### src/rtl/gcd.sv
//------------------------------------------------------------------------------
// Module  : gcd
// Brief   : Iterative 32-bit GCD engine (Euclid by subtraction), start/done
//           handshake. Optional `busy` output enabled by macro GCD_BUSY_EN.
// Revision: 1.0 - initial release
//------------------------------------------------------------------------------
`default_nettype none

module gcd (
    input  logic        clk,
    input  logic        reset_n,
    input  logic        start,
    input  logic [31:0] a_in,
    input  logic [31:0] b_in,
    output logic        done,
    output logic [31:0] result
`ifdef GCD_BUSY_EN
    ,
    output logic        busy
`endif
);

    typedef enum logic [1:0] {
        S_IDLE = 2'd0,
        S_RUN  = 2'd1,
        S_DONE = 2'd2
    } state_t;

    state_t      state_q, state_d;
    logic [31:0] reg_a_q, reg_a_d;
    logic [31:0] reg_b_q, reg_b_d;
    logic [31:0] result_q, result_d;
    logic        done_q, done_d;

    always_comb begin
        state_d  = state_q;
        reg_a_d  = reg_a_q;
        reg_b_d  = reg_b_q;
        result_d = result_q;
        case (state_q)
            S_IDLE: begin
                if (start) begin
                    reg_a_d = a_in;
                    reg_b_d = b_in;
                    state_d = S_RUN;
                end
            end
            S_RUN: begin
                if (reg_b_q == 32'd0) begin
                    result_d = reg_a_q;
                    state_d  = S_DONE;
                end else if (reg_a_q == 32'd0) begin
                    result_d = reg_b_q;
                    state_d  = S_DONE;
                end else if (reg_a_q == reg_b_q) begin
                    result_d = reg_a_q;
                    state_d  = S_DONE;
                end else if (reg_a_q > reg_b_q) begin
                    reg_a_d = reg_a_q - reg_b_q;
                end else begin
                    reg_b_d = reg_b_q - reg_a_q;
                end
            end
            S_DONE: begin
                // Returning to IDLE on this edge also accepts a start seen here.
                state_d = S_IDLE;
                if (start) begin
                    reg_a_d = a_in;
                    reg_b_d = b_in;
                    state_d = S_RUN;
                end
            end
            default: state_d = S_IDLE;
        endcase
        done_d = (state_d == S_DONE);
    end

    always_ff @(posedge clk or negedge reset_n) begin
        if (!reset_n) begin
            state_q  <= S_IDLE;
            reg_a_q  <= 32'd0;
            reg_b_q  <= 32'd0;
            result_q <= 32'd0;
            done_q   <= 1'b0;
        end else begin
            state_q  <= state_d;
            reg_a_q  <= reg_a_d;
            reg_b_q  <= reg_b_d;
            result_q <= result_d;
            done_q   <= done_d;
        end
    end

    assign done   = done_q;
    assign result = result_q;

`ifdef GCD_BUSY_EN
    logic busy_q;
    logic busy_d;

    assign busy_d = (state_d != S_IDLE);

    always_ff @(posedge clk or negedge reset_n) begin
        if (!reset_n) begin
            busy_q <= 1'b0;
        end else begin
            busy_q <= busy_d;
        end
    end

    assign busy = busy_q;
`endif

endmodule

`default_nettype wire

### config.mk
export PLATFORM = sky130hd
export DESIGN_NAME = gcd
export DESIGN_NICKNAME = d
export VERILOG_FILES = /design/src/rtl/gcd.sv
export SDC_FILE = /design/constraint.sdc
export NUM_CORES = 1
export LEC_CHECK = 0
export ABC_AREA = 1
export CAP_MARGIN = 15
export CORE_ASPECT_RATIO = 0.6
export CORE_MARGIN = 5
export CORE_UTILIZATION = 41
export DETAILED_ROUTE_END_ITERATION = 12
export GPL_TIMING_DRIVEN = 0
export PLACE_DENSITY_LB_ADDON = 0.05
export SETUP_SLACK_MARGIN = 0.3
export SYNTH_ARGS = -nofsm -noshare
export SYNTH_HDL_FRONTEND = slang
export SYNTH_SLANG_ARGS = --single-unit
### constraint.sdc
create_clock -name clk -period 2.1 [get_ports clk]
set_clock_uncertainty 0.15 [all_clocks]
set_input_delay 0.42 -clock clk [delete_from_list [all_inputs] [get_ports clk]]
set_output_delay 0.42 -clock clk [all_outputs]
set_load 0.05 [all_outputs]
==> out/qor.yml <==
initial_utilization_pct: 41.6
synth_edf_count: 0
core_area_sq_um: 23100
violations: "setup timing"
max_stage_delay_ns: 0.48
gp_congestion: 0.981
syn-num-nets: 1760
setup_viol: 99
clk_pin_slew_ns: 0.08
viasPerCell: 5.17
final_cell_mix: "nand2_1 (622), inv_1 (250), nand2_2 (136)"
crit_chain: "buf_4, nor3_1, nand2_1, nor2_1, nand2_1, nand3_1, nand2_2, nand2_4, clkinv_8, clkbuf_16, nand2_1, nand2_1"
ios: 100
drt_iter0_markers: 1247
cap_violations: 0
worstSkewPairLatency_ns: 0.36
crit_fanout: 7
synth_cell_types: 37
grt_max_degree: 53
grt_first_pass_wirelength_microns: 62400
fin_crit_ns: 2.57
place_ws_ns: -0.718
first_pass_iters: 5
die_x_microns: 208
dieArea_sq_um: 26700
status: "finished, violations left"
seq_area_frac_synth_pct: 25.8
syn_area_per_cell_sq_um: 5.89
ant_nets: 0
syn_inst: 1628
worstMarginPinSlew_ns: 0.844
final_layout_size_suffix_gt1_share_pct: 30.3
place_inst: 2043
synthArstFlopShare_pct: 100
drt_wl_total_microns: 43600
ys.flop_type: "dfrtp_1"
num_rows: 43
worst_slack_ns: -0.471
period_share_pct: 122
slowest_stage: "dfrtp_2"
grt.overflow.total: 0
synthesis.area_sq_um: 9600
whs_ns: 0.335
instances_no_fill: 2173
grt_pass1_vias: 10100
crit_arrival_ns: 2.67
critPathTopFamily: "simple AND/OR/NAND/NOR gates"
cts_tree: "yes"
fp.dieH_microns: 129
hold_viol_final: 0
dpl.hpwl_microns: 33400
grt_usage_pct: 31.4
startpoint_type: "register"
ys_ff_latch: 99
portBuffers: 99
antenna_found_initial: 0
cp-end-kind: "register"
synth.yosys.warnings: 0
path_class: "reg2reg"
vias: 11200
cts_buffer_depth: 2
max_freq_mhz: 389
layout_commonest_cell: "nand2_1"
diodes: 0
drc: 0
fin_nets: 1985
holdCritPathClass: "reg2reg"
cts_root_buf: "clkbuf_16"
rsz0062_at_grt: "yes"
htreeDepth: 3
fin_util_pct: 59.9
slew-limit-headroom_pct: 43.7
cts.sinks: 99
slew_violations: 0
crit_top_cell: "nand2_1"
cp.required_ns: 2.20
cts_made_buffers: 9
wl_per_cell_microns: 20.1
critPathBufInv: 3
syn_to_final_growth_pct: 44.0
-- sequential cells by signal, indices dropped and copies added (netlist names) --
name and flops:
reg_b_q 32, reg_a_q 32, result 32, state_q 2, done 1
-- area by class of cell --
class / instances / area (sq um)
buffer: 46 / 430
fill: 2241 / 9260
clock inverter: 6 / 58.8
inverter: 282 / 1080
tap: 315 / 394
multi-input combinational: 1201 / 7040
timing repair buffer: 214 / 2040
clock buffer: 10 / 229
sequential: 99 / 2550
-- cells in the mapped netlist, types with 8 or more instances --
cell type	instances	area share [%]
nand2_1	773	30
inv_1	269	11
dfrtp_1	99	26
nand3_1	88	4.6
ha_1	63	8.2
nor2_1	53	2.1
a21oi_1	41	2.1
o21ai_0	36	1.9
a31oi_1	32	2.1
o21ai_1	20	1.0
clkbuf_1	17	0.66
nand4_1	13	0.85
nor3_1	13	0.68
xnor2_1	12	1.1
xor2_1	12	1.1
buf_6	11	1.3
inv_2	11	0.43
nand2_2	11	0.72
o21ai_2	10	0.91
buf_4	8	0.63
-- repair_timing --
action / 4_1_cts / 5_1_grt
hold buffers: 1 / 0
gates resized for setup: 287 / 207
pin swaps: 22 / 72
gates cloned: 8 / 3
buffers inserted: 72 / 30
endpoints found under the hold margin: 47 / 0
setup endpoints to repair: 132 / 113
-- stage by stage --
step | TNS [ns] | instance area [sq um]
2_1_floorplan | -8.44 | 9870
3_3_place_gp | -399.47 | 11300
3_5_place_dp | -56.68 | 11300
4_1_cts | -30.20 | 12900
5_1_grt | -41.24 | 13800
6_report | -39.17 | 13800
-- worst reg2reg max path, cell delays in order, from the launching register on --
cell and delay, ns:
dfrtp_2 0.48, buf_4 0.19, nor3_1 0.28, nand2_1 0.11, nor2_1 0.23, nand2_1 0.19
nand3_1 0.12, nand2_2 0.11, nand2_4 0.18, clkinv_8 0.12, clkbuf_16 0.19, nand2_1 0.07
nand2_1 0.04
-- cell families after synthesis --
logic type | synth area share, %
buf+inv | 14.1
compound gates | 8.54
simple gates | 40.7
xor+xnor | 2.19
fa+ha+maj | 8.63
flops | 25.8
-- layer usage --
| layer | vias to the layer above | track usage (%) | routed length [microns] |
|---|---|---|---|
| li1 | 5397 | - | - |
| met1 | 5254 | 48.3 | 20800 |
| met2 | 546 | 38.6 | 15300 |
| met3 | 25 | 17.2 | 7180 |
| met4 | 2 | 2.64 | 227 |
| met5 | - | 2.76 | 103 |
-- path summary, 6_finish.rpt --
path                       slack, ns  cells after the start                    start                 endpoint
max                            -0.47                     12  reg_b_q[11]$_DFFE_PN0P_  reg_b_q[27]$_DFFE_PN0P_
min                             0.33                      2    result[9]$_DFFE_PN0P_    result[9]$_DFFE_PN0P_
max reg2reg                    -0.47                     12  reg_b_q[11]$_DFFE_PN0P_  reg_b_q[27]$_DFFE_PN0P_
min reg2reg                     0.33                      2    result[9]$_DFFE_PN0P_    result[9]$_DFFE_PN0P_
max in group asynchronous       0.57                      3                  reset_n  reg_b_q[25]$_DFFE_PN0P_
min in group asynchronous       0.51                      2                  reset_n    result[7]$_DFFE_PN0P_
Power is not shown: default switching activity piles up to over one toggle a cycle in this logic, so the estimate is an artifact.
